[src/rtl/system_sysid_pkg.sv]
// Shared address map, CAPS field layout and reset values for the system ID block.
// The uptime feature is enabled by defining SYSTEM_SYSID_UPTIME_EN.
package system_sysid_pkg;

    localparam int ADDR_EXT_W = 9;

    localparam logic [ADDR_EXT_W-1:0] ADDR_SYSTEM_ID  = 9'd0;
    localparam logic [ADDR_EXT_W-1:0] ADDR_TIMESTAMP  = 9'd1;
    localparam logic [ADDR_EXT_W-1:0] ADDR_BUILD_WORD = 9'd2;
    localparam logic [ADDR_EXT_W-1:0] ADDR_CAPS       = 9'd3;
    localparam logic [ADDR_EXT_W-1:0] ADDR_SCRATCH    = 9'd4;
    localparam logic [ADDR_EXT_W-1:0] ADDR_UPTIME_LO  = 9'd5;
    localparam logic [ADDR_EXT_W-1:0] ADDR_UPTIME_HI  = 9'd6;
    localparam logic [ADDR_EXT_W-1:0] ADDR_CONTROL    = 9'd7;
    localparam logic [ADDR_EXT_W-1:0] ADDR_USER_BASE  = 9'd8;

    localparam int CAPS_UPTIME_BIT   = 0;
    localparam int CAPS_NUM_USER_LSB = 8;
    localparam int CAPS_ADDR_W_LSB   = 16;

    localparam logic [31:0] RST_WORD   = 32'h0000_0000;
    localparam logic [63:0] RST_UPTIME = 64'h0;

    function automatic logic [31:0] caps_word(input logic uptime_en, input int num_user,
                                              input int addr_w);
        logic [31:0] caps;
        caps = '0;
        caps[CAPS_UPTIME_BIT]          = uptime_en;
        caps[CAPS_NUM_USER_LSB +: 8]   = 8'(num_user);
        caps[CAPS_ADDR_W_LSB +: 8]     = 8'(addr_w);
        return caps;
    endfunction

endpackage

[src/rtl/system_sysid_uptime.sv]
// Free-running 64-bit uptime counter with a high-word snapshot taken on low-word reads.
// Only instantiated when SYSTEM_SYSID_UPTIME_EN is defined.
module system_sysid_uptime
    import system_sysid_pkg::*;
(
    input  logic        clock,
    input  logic        reset_n,
    input  logic        clear_i,
    input  logic        snap_i,
    output logic [31:0] count_lo_o,
    output logic [31:0] snap_hi_o
);

    logic [63:0] count_q, count_d;
    logic [31:0] snap_q, snap_d;

    // Clear takes priority over the per-cycle increment.
    always_comb begin
        count_d = clear_i ? RST_UPTIME : count_q + 64'd1;
        snap_d  = snap_i ? count_q[63:32] : snap_q;
    end

    always_ff @(posedge clock) begin
        if (!reset_n) begin
            count_q <= RST_UPTIME;
            snap_q  <= RST_WORD;
        end else begin
            count_q <= count_d;
            snap_q  <= snap_d;
        end
    end

    assign count_lo_o = count_q[31:0];
    assign snap_hi_o  = snap_q;

endmodule

[src/rtl/system_sysid_ext.sv]
// Read-mostly system ID register file: constants, scratch, optional uptime, user ID words.
// Optional uptime counter is enabled by defining SYSTEM_SYSID_UPTIME_EN.
module system_sysid_ext
    import system_sysid_pkg::*;
#(
    parameter logic [31:0] SYSTEM_ID  = 32'h0000_0000,
    parameter logic [31:0] TIMESTAMP  = 32'd1456093976,
    parameter logic [31:0] BUILD_WORD = 32'h0001_0000,
    parameter int          ADDR_W     = 4,
    parameter int          NUM_USER   = 4,
    parameter logic [32*((NUM_USER > 0) ? NUM_USER : 1)-1:0] USER_WORDS = '0
) (
    input  logic              clock,
    input  logic              reset_n,
    input  logic [ADDR_W-1:0] address,
    input  logic              read,
    input  logic              write,
    input  logic [31:0]       writedata,
    output logic [31:0]       readdata,
    output logic              readdatavalid
);

`ifdef SYSTEM_SYSID_UPTIME_EN
    localparam logic UPTIME_PRESENT = 1'b1;
`else
    localparam logic UPTIME_PRESENT = 1'b0;
`endif
    localparam logic [31:0] CAPS_VALUE = caps_word(UPTIME_PRESENT, NUM_USER, ADDR_W);

    logic [ADDR_EXT_W-1:0] addr_ext;
    logic                  wr_en;
    logic [31:0]           rdata_d;
    logic [31:0]           readdata_q;
    logic                  valid_q;
    logic [31:0]           scratch_q, scratch_d;
    logic [31:0]           user_chain [NUM_USER+1];

    assign addr_ext = ADDR_EXT_W'(address);
    // A simultaneous read wins: the write is dropped.
    assign wr_en    = write & ~read;

    // Each mapped user word ORs in only when its address hits.
    assign user_chain[0] = '0;
    generate
        for (genvar gi = 0; gi < NUM_USER; gi++) begin : g_user
            assign user_chain[gi+1] = user_chain[gi] |
                ((addr_ext == ADDR_EXT_W'(int'(ADDR_USER_BASE) + gi)) ? USER_WORDS[32*gi +: 32] : 32'h0);
        end
    endgenerate

`ifdef SYSTEM_SYSID_UPTIME_EN
    logic [31:0] uptime_lo, uptime_hi;

    system_sysid_uptime u_uptime (
        .clock      (clock),
        .reset_n    (reset_n),
        .clear_i    (wr_en && (addr_ext == ADDR_CONTROL) && writedata[0]),
        .snap_i     (read && (addr_ext == ADDR_UPTIME_LO)),
        .count_lo_o (uptime_lo),
        .snap_hi_o  (uptime_hi)
    );
`endif

    always_comb begin
        rdata_d = '0;
        case (addr_ext)
            ADDR_SYSTEM_ID:  rdata_d = SYSTEM_ID;
            ADDR_TIMESTAMP:  rdata_d = TIMESTAMP;
            ADDR_BUILD_WORD: rdata_d = BUILD_WORD;
            ADDR_CAPS:       rdata_d = CAPS_VALUE;
            ADDR_SCRATCH:    rdata_d = scratch_q;
`ifdef SYSTEM_SYSID_UPTIME_EN
            ADDR_UPTIME_LO:  rdata_d = uptime_lo;
            ADDR_UPTIME_HI:  rdata_d = uptime_hi;
`else
            ADDR_UPTIME_LO:  rdata_d = '0;
            ADDR_UPTIME_HI:  rdata_d = '0;
`endif
            ADDR_CONTROL:    rdata_d = '0;
            default:         rdata_d = user_chain[NUM_USER];
        endcase
    end

    always_comb begin
        scratch_d = (wr_en && (addr_ext == ADDR_SCRATCH)) ? writedata : scratch_q;
    end

    always_ff @(posedge clock) begin
        if (!reset_n) begin
            readdata_q <= RST_WORD;
            valid_q    <= 1'b0;
            scratch_q  <= RST_WORD;
        end else begin
            valid_q   <= read;
            scratch_q <= scratch_d;
            if (read) begin
                readdata_q <= rdata_d;
            end
        end
    end

    assign readdata      = readdata_q;
    assign readdatavalid = valid_q;

endmodule
[config.mk]
export PLATFORM = sky130hd
export DESIGN_NAME = system_sysid_ext
export DESIGN_NICKNAME = d
export VERILOG_FILES = /design/src/rtl/system_sysid_pkg.sv /design/src/rtl/system_sysid_uptime.sv /design/src/rtl/system_sysid_ext.sv
export SDC_FILE = /design/constraint.sdc
export NUM_CORES = 1
export LEC_CHECK = 0
export CAP_MARGIN = 20
export CORE_ASPECT_RATIO = 0.6
export CORE_MARGIN = 4
export CORE_UTILIZATION = 48
export DETAILED_ROUTE_END_ITERATION = 8
export GPL_TIMING_DRIVEN = 0
export PLACE_DENSITY_LB_ADDON = 0.2
export SETUP_SLACK_MARGIN = 0.1
export SLEW_MARGIN = 40
export SYNTH_ARGS = -nofsm -noshare
export SYNTH_HDL_FRONTEND = slang
export SYNTH_SLANG_ARGS = --single-unit
[constraint.sdc]
create_clock -name clock -period 1.7 [get_ports clock]
set_input_delay 0.255 -clock clock [delete_from_list [all_inputs] [get_ports clock]]
set_output_delay 0.255 -clock clock [all_outputs]
set_load 0.005 [all_outputs]
==> results, run 1 <==
- For this run, the register share of the synthesized area comes to 47.49%.
- The total wirelength of the detailed-routed design is 7.680 mm.
- The Yosys warning count is 0.
- The number of nets in the finished design is 426.
- The standard cell with the maximum stage delay on the critical path is sky130_fd_sc_hd__clkdlybuf4s50_1.
- IR analysis of the VDD net gives a maximum drop of 0.0006358 V.
- The number of nets with antenna violations after routing is 0.
- Per report_power, the clock group accounts for 42.6% of the total.
- The area growth from synthesis to layout is 38.13%.
- The number of hold violations in the final report came to 0.
- The summed area of non-filler cells in the final layout is 0.003785 sq mm.
- The count of state elements after synthesis is 65.
- The number of buffers and inverters on the critical path is 4.
- For the finished layout, the period the worst path requires is 1540 ps.
- The net count after synthesis is 343.
- The number of antenna diodes in the final layout is 0.
- In the routed layout, each cell is associated on average with a via count of 5.362.
- The first detailed-routing pass took 4 iterations.
- The top-level port count is 73.
- Based on the critical path, the design can be clocked at up to 649.3 MHz.
- At the end of the flow the core is filled with cells to 71.68%.
- The worst-case setup margin in the final layout is 159.8 ps.
- Counting cells, the worst reg-to-reg path comes to 2.
- The clock insertion delay at the later pin of the skew report is 350 ps.
- The residual overflow from global routing is 0.
- The worst reg2reg path endpoint is readdata[19]$_SDFFE_PN0P_.
- The number of placed instances with taps included is 450.
- The total via count in the routed design is 2504.
- The height of the chip is 66.53 um.
- The overall power consumption is 3.191 mW.
- In this run the worst path has a maximum fanout of 10.
- In this run the most critical hold path is launched from address[0].
- The pre-CTS worst setup slack is -339.7 ps.
- The routability congestion estimate from global placement is 0.7958.
- The flow ran to the end, and the final reports show no timing, DRC or antenna violations.
- The floorplan core area is 0.005280 sq mm.
- The category of cells accounting for the largest share of critical-path delay is buffers and inverters.
- For the pin with the worst max-slew slack, the measured transition is 542.2 ps.
- For this configuration, the core starts out at a cell density of 51.90%.
- The half-perimeter wire length after placement is 5.296 mm.
- The count of routing violations after the opening detailed-route iteration is 122.
- The total cell area at the placement stage is 0.003537 sq mm.
- The critical path class is input port to flip-flop.
- After detailed routing, the average wire length per cell comes to 16.45 um.
- The proportion of total power due to net switching is 24.08%.
- Global routing used 22.76% of the available tracks across all layers.
- The TritonCTS buffer count is 9.
- The horizontal die dimension is 105.5 um.
- The number of antenna violations at the first check in global routing was 0.
- The clock passes through at most 2 buffers.
- Input and output buffers added on the ports amount to 70.
- The sequential share of power is 48.2%.
- The first global-routing pass estimated 12.21 mm of wire.
- For the final routed database, the setup TNS stands at 0 ps.
- The netlist uses 24 different library cells.
- The tree built by TritonCTS fans out to 65 sinks.
- The internal power of the cells totals 2.423 mW.
- The number of DRC violations after detailed routing is 0.
- On the worst path, the slowest cell contributes a delay of 420 ps.
- The average footprint of a synthesized cell is 9.043 sq um.
- The area of the die is 0.007021 sq mm.
- Setup violations remaining at the end of the flow were counted as 0.
- In this run the core area contains 20 standard-cell rows.
- Once layout is complete, the cells apart from fillers number 467.
- The final critical path takes up 90.60% of the cycle.
- The worst path arrival time is 1790 ps.
- The count of max-cap constraint violations is 0.
- The clock-pin slew on the worst setup and hold paths is 70 ps.
- Power spread over the standard cell area amounts to 843.2 mW/mm^2.
- The number of cells traversed by the worst hold path is 3.
- In the synthesized netlist, the number of instances is 303.
- The worst hold slack across all endpoints is 238.2 ps.
- The via count of the first global-routing pass was 2548.
- The reg2reg setup slack is 820 ps.
- The min-delay analysis places its worst path in the category input port to flip-flop.
- The switching component of the power is 768.4 uW.
- The endpoint kind of the worst setup timing path is a flip-flop.
- At the worst endpoint, the required time is 1950 ps.
- The clock tree root buffer cell is sky130_fd_sc_hd__clkbuf_8.
- The sink of the worst hold path is readdata[23]$_SDFFE_PN0P_.
- In this run the number of H-tree levels came out at 3.
- The share of total power dissipated in combinational logic is 9.1%.
- The worst setup path is launched from an input port.
- The worst slew margin relative to its limit is 63.86%.
- Walking the worst path, the cells encountered are clkdlybuf4s50_1 -> buf_4 -> nor2b_1 -> buf_2 -> clkbuf_4 -> a21oi_1 -> a221oi_1.
- The total count of max-transition violations in the final report was 0.
- The worst register-to-register path begins at readdata[19]$_SDFFE_PN0P_.
- The worst-case clock skew is 5.423 ps.
- The number of buffers inserted by hold repair at cts is 0.
- Setup repair after global routing left no endpoint under its margin.
- For this design the static power due to leakage is 1.272 nW.
- TritonCTS built the clock tree.
- The share of layout cells above drive strength 1 is 9.231%.
- The largest net degree at the start of global routing is 12.
- The cell area after synthesis is 0.002740 sq mm.
## what timing repair did
item | in CTS | in global routing
pin swaps | 1 | 0
setup endpoints to repair | 31 | 21
cloned | 0 | 0
hold endpoints to repair | 0 | 0
buffers inserted | 2 | 0
gates resized for setup | 2 | 12
## metal layers
layer,vias to the layer above,global-route usage [%],wire [um]
li1,1221,-,-
met1,1177,28.92,3489
met2,96,36.11,3462
met3,10,8.132,621
met4,0,7.916,107
met5,-,0,0
## cell families (layout without fill, tap and decap cells)
group / count (synthesis) / in the layout / synth area share (%)
xor gates and xnor gates: 1 / 1 / 0.3197
DFF: 65 / 65 / 47.49
and+or+nand+nor: 122 / 122 / 20.05
AOI/OAI and AO/OA: 50 / 50 / 13.20
buffers and inverters: 33 / 120 / 7.260
muxes: 32 / 32 / 11.69
## worst min-delay path, stage by stage
cell and delay, ps:
sky130_fd_sc_hd__buf_6 110, sky130_fd_sc_hd__nand3b_1 100, sky130_fd_sc_hd__a221oi_1 60
## power groups by stage
stage                     logic [mW]  registers [mW]  clock network (mW)
final                          0.291            1.54                1.36
after global routing           0.315            1.54                1.43
after CTS                      0.285            1.54                1.37
after detailed placement       0.278            1.57                   0
after global placement         0.272            1.57                   0
after floorplan                0.135            1.57                   0
## worst max path at each step
stage	startpoint	to	cells after the start
after floorplan	address[0]	scratch_q[10]$_SDFFE_PN0P_	6
after global placement	read	readdata[1]$_SDFFE_PN0P_	6
after detailed placement	read	readdata[1]$_SDFFE_PN0P_	6
after CTS	read	readdata[3]$_SDFFE_PN0P_	6
after global routing	address[2]	readdata[13]$_SDFFE_PN0P_	7
final	address[2]	readdata[13]$_SDFFE_PN0P_	7
## layout make-up
cell class / count / area (sq um)
well taps: 77 / 96.34
flip-flops and latches: 65 / 1301
inverters: 3 / 11.26
plain buffers: 30 / 198.9
clock inverters: 4 / 52.55
fillers: 399 / 1495
repair buffers: 72 / 715.7
clock buffers: 11 / 151.4
multi-input cells: 205 / 1257
## flip-flops by register name, indices dropped and copies added, names as in the netlist
name and cells:
readdata 32, readdatavalid 1, scratch_q 32
## cells in the final DEF (no fill, tap or decap), drive strengths merged
cell type and n:
nand3 5, xor2 1, inv 3, a32o 1, mux2i 32, nor2b 2, nor3b 1, bufinv 1
a221oi 15, clkinvlp 3, dfxtp 65, a22oi 2, o21ai 3, clkbuf 30, nor2 14, a21oi 17
a32oi 12, nor4 1, clkdlybuf4s50 70, nand2 82, nand3b 16, and3 1, buf 13
## synthesized netlist by cell type
| master | instances | area [sq um] |
|---|---|---|
| sky130_fd_sc_hd__nand2_1 | 82 | 307.8 |
| sky130_fd_sc_hd__dfxtp_1 | 65 | 1301 |
| sky130_fd_sc_hd__mux2i_1 | 32 | 320.3 |
| sky130_fd_sc_hd__clkbuf_1 | 18 | 67.56 |
| sky130_fd_sc_hd__a21oi_1 | 17 | 85.08 |
| sky130_fd_sc_hd__nand3b_1 | 16 | 120.1 |
| sky130_fd_sc_hd__a221oi_1 | 15 | 131.4 |
| sky130_fd_sc_hd__nor2_1 | 14 | 52.55 |
| sky130_fd_sc_hd__a32oi_1 | 12 | 105.1 |
| sky130_fd_sc_hd__buf_2 | 5 | 25.02 |
| sky130_fd_sc_hd__nand3_1 | 5 | 25.02 |
| sky130_fd_sc_hd__buf_12 | 3 | 60.06 |
| sky130_fd_sc_hd__inv_1 | 3 | 11.26 |
| sky130_fd_sc_hd__o21ai_0 | 3 | 15.01 |
| sky130_fd_sc_hd__a22oi_1 | 2 | 15.01 |
| sky130_fd_sc_hd__buf_6 | 2 | 22.52 |
| sky130_fd_sc_hd__nor2b_1 | 2 | 12.51 |
| sky130_fd_sc_hd__a32o_1 | 1 | 10.01 |
| sky130_fd_sc_hd__and3_1 | 1 | 6.260 |
| sky130_fd_sc_hd__buf_4 | 1 | 7.510 |
| sky130_fd_sc_hd__clkbuf_2 | 1 | 5.000 |
| sky130_fd_sc_hd__nor3b_4 | 1 | 18.77 |
| sky130_fd_sc_hd__nor4_1 | 1 | 6.260 |
| sky130_fd_sc_hd__xor2_1 | 1 | 8.760 |
(Power assumes the default switching activity.)
==> inputs of run 2 (changes only) <==
--- a/config.mk
+++ b/config.mk
@@ -5,6 +5,7 @@
 export SDC_FILE = /design/constraint.sdc
 export NUM_CORES = 1
 export LEC_CHECK = 0
+export ABC_CLOCK_PERIOD_IN_PS = 1700
 export CAP_MARGIN = 20
 export CORE_ASPECT_RATIO = 0.6
 export CORE_MARGIN = 4
@@ -13,6 +14,7 @@
 export GPL_TIMING_DRIVEN = 0
 export PLACE_DENSITY_LB_ADDON = 0.2
 export SETUP_SLACK_MARGIN = 0.1
+export SKIP_CTS_REPAIR_TIMING = 1
 export SLEW_MARGIN = 40
 export SYNTH_ARGS = -nofsm -noshare
 export SYNTH_HDL_FRONTEND = slang
==> run 2 against run 1 <==
Global-route usage fell by 0.19 points. Critical path depth decreased by 1. Clock skew rose by 3.3 ps. Non-clock buffer count up 1. Die area is the same. Via count barely moved. Total power fell by 0.33%. Hold slack gained 7.1 ps. Utilization about the same. Clock power hardly changed. Maximum frequency is 0.85% lower. Critical endpoint is now readdata[3]$_SDFFE_PN0P_. Largest cell class unchanged.
==> results, run 2 (synthesized netlist as in run 1, its figures left out) <==
- The worst slew margin relative to its limit came to 61.82% (-2.0 points).
- The clock tree from TritonCTS is built.
- The final sum of negative setup slack was 0 ps (unchanged).
- The TritonCTS buffer count came to 9 (unchanged).
- The combined buffer and inverter count along the critical path is 3 (-1).
- The number of antenna violations at the first check in global routing came to 0 (unchanged).
- The clock insertion delay at the later pin of the skew report came to 350 ps (about the same).
- The count of antenna diodes in the layout is 0 (unchanged).
- The flow ran to the end, and the final reports show no timing, DRC or antenna violations.
- The residual overflow from global routing is 0 (unchanged).
- The floorplan core area is 0.005280 sq mm (unchanged).
- The worst setup path is of the input port to flip-flop kind.
- The highest net fanout along the worst path is 10 (unchanged).
- The routability congestion estimate from global placement is 0.7958 (unchanged).
- The total cell area at the placement stage is 0.003537 sq mm (unchanged).
- The category of cells accounting for the largest share of critical-path delay is buffers and inverters.
- The height of the chip is 66.53 um (unchanged).
- The cell internal power dissipation came to 2.423 mW (about the same).
- The count of routing violations after the opening detailed-route iteration is 152 (+25%).
- The total count of max-transition violations in the final report is 0 (unchanged).
- The total via count in the routed design is 2505 (+0.040%).
- The most critical setup path has its endpoint at readdata[3]$_SDFFE_PN0P_.
- The setup-violating endpoint count in the final report is 0 (unchanged).
- The proportion of total power due to net switching is 23.81% (-0.26 points).
- The clock-pin slew on the worst setup and hold paths is 70 ps (about the same).
- The worst-case clock skew is 8.702 ps (+3.280 ps).
- The worst path arrival time is 1790 ps (about the same).
- The reg2reg setup slack was 790 ps (-30 ps).
- The first-pass iteration count of the detailed router is 4 (unchanged).
- The clock tree root buffer cell is sky130_fd_sc_hd__clkbuf_8.
- The total wirelength of the detailed-routed design is 7.525 mm (-2.0%).
- The actual slew at the worst max-slew pin is 572.7 ps (+30.49 ps).
- The cell row count is 20 (unchanged).
- The worst reg2reg path endpoint is readdata[3]$_SDFFE_PN0P_.
- The largest net degree at the start of global routing is 12 (unchanged).
- The number of DRC violations after detailed routing came to 0 (unchanged).
- The H-tree depth reported by CTS is 3 (unchanged).
- The layout-stage area growth over the synthesis result came to 38.04% (about the same).
- The min-delay analysis places its worst path in the category input port to flip-flop.
- The delay of the slowest cell on the worst path is 520 ps (+100 ps).
- The global-route usage over all layers is 22.57% (-0.19 points).
- The leading cell type in the layout, fill and taps excluded is sky130_fd_sc_hd__nand2_1.
- The largest individual stage delay along the critical path comes from the cell sky130_fd_sc_hd__clkdlybuf4s50_1.
- The leakage dissipation is 1.287 nW (+1.2%).
- The portion of the clock cycle consumed by the worst path in the final layout is 91.38% (+0.78 points).
- The share of layout cells above drive strength 1 is 8.951% (-0.28 points).
- The worst hold slack across all endpoints is 245.4 ps (+7.139 ps).
- The number of nets with antenna violations after routing is 0 (unchanged).
- The average wire per cell in the routed design is 16.08 um (-2.2%).
- The critical path depth was 6 (-1).
- The summed area of non-filler cells in the final layout is 0.003782 sq mm (about the same).
- The length in cells of the worst reg-to-reg path came to 2 (unchanged).
- The count of max-cap constraint violations is 0 (unchanged).
- The worst voltage drop across the vdd grid is 0.0006337 V (-0.34%).
- The top-level port count came to 73 (unchanged).
- The endpoint kind of the worst setup timing path is a flip-flop.
- The launching element type of the critical path is an input port.
- The combinational share of power is 9.1% (about the same).
- The port buffer count is 70 (unchanged).
- The half-perimeter wire length after placement is 5.296 mm (unchanged).
- The cell that appears most often on the critical path is sky130_fd_sc_hd__buf_4.
- The area of the die is 0.007021 sq mm (unchanged).
- The minimum period implied by the final worst setup slack is 1553 ps (+13.23 ps).
- The sequential share of power was 48.4% (+0.2 points).
- The detailed-route vias per instance is 5.353 (-0.17%).
- The starting density of the core is 51.90% (unchanged).
- Setup repair after global routing could not meet its margin everywhere.
- The number of hold violations in the final report came to 0 (unchanged).
- The utilization of the core after routing was 71.64% (about the same).
- The horizontal die dimension is 105.5 um (unchanged).
- The maximum clock path buffer count was 2 (unchanged).
- Leaving out fill and tap cells, the most frequent cells in the layout are 82 x sky130_fd_sc_hd__nand2_1, 69 x sky130_fd_sc_hd__clkdlybuf4s50_1, 65 x sky130_fd_sc_hd__dfxtp_1, 32 x sky130_fd_sc_hd__mux2i_1, 17 x sky130_fd_sc_hd__a21oi_1.
- The switching component of the power is 757.4 uW (-1.4%).
- The critical path required time is 1930 ps (-20 ps).
- The global-route wire length before repair is 12.12 mm (-0.79%).
- The clock group share of total power was 42.5% (about the same).
- The critical path goes through clkdlybuf4s50_1 -> nor2b_1 -> buf_4 -> nand3_2 -> buf_4 -> a221oi_1.
- The startpoint of the most critical register-to-register path is readdata[3]$_SDFFE_PN0P_.
- The CTS sink count is 65 (unchanged).
- The power density over cell area is 840.9 mW/mm^2 (-0.26%).
- The fmax is 643.7 MHz (-0.85%).
- The number of nets in the finished design is 427 (+0.23%).
- The critical path starts at read.
- The via count of the first global-routing pass is 2507 (-1.6%).
-- run 2: changes by cell type in the layout (fill, tap and decap cells not counted), sizes merged --
cell           before  now
dlymetal6s2s        0    1
clkdlybuf4s50      70   69
buf                13   14
-- run 2: worst min path at each step --
stage | start | endpoint | slack [ps] | depth (start not counted)
after global routing | address[0] | readdata[23]$_SDFFE_PN0P_ | 240 | 3
after floorplan | writedata[0] | scratch_q[0]$_SDFFE_PN0P_ | 400 | 2
final | address[0] | readdata[23]$_SDFFE_PN0P_ | 250 | 3
after CTS | address[0] | readdata[23]$_SDFFE_PN0P_ | 230 | 3
after global placement | scratch_q[15]$_SDFFE_PN0P_ | scratch_q[15]$_SDFFE_PN0P_ | 450 | 2
after detailed placement | scratch_q[31]$_SDFFE_PN0P_ | scratch_q[31]$_SDFFE_PN0P_ | 450 | 2
-- run 2: power by group through the flow --
stage	clock network, mW	logic, mW	registers, mW
final	1.35	0.289	1.54
after CTS	1.37	0.280	1.54
after global placement	0	0.272	1.57
after floorplan	0	0.135	1.57
after detailed placement	0	0.278	1.57
after global routing	1.43	0.314	1.54
-- run 2: final cells by class --
cell class,instances,area [sq um]
flip-flops and latches,65,1301
clock inverters,4,52.55
well taps,77,96.34
repair buffers,73,725.7
clock buffers,11,151.4
inverters,3,11.26
multi-input cells,205,1245
fillers,401,1498
plain buffers,30,198.9
-- run 2: worst reg2reg max path, delay by kind of cell (launching register included) --
| kind | cells | cell delay (ps) |
|---|---|---|
| and+or+nand+nor | 1 | 70 |
| AOI/OAI and AO/OA | 1 | 350 |
| DFF | 1 | 370 |
-- run 2: through the flow --
| stage | power [mW] | std cells | setup slack [ps] |
|---|---|---|---|
| after floorplan | 1.707 | 303 | 356.8 |
| after global placement | 1.846 | 450 | -271.4 |
| after detailed placement | 1.852 | 450 | -339.7 |
| after CTS | 3.185 | 465 | -1.252 |
| after global routing | 3.282 | 468 | 55.15 |
| final | 3.181 | 468 | 146.6 |
-- run 2: layer usage --
metal	GRT usage (%)	vias up	routed length, um
met5	0	-	0
met4	7.431	0	55
met3	8.132	7	617
met2	35.63	91	3381
met1	28.92	1176	3471
li1	-	1231	-
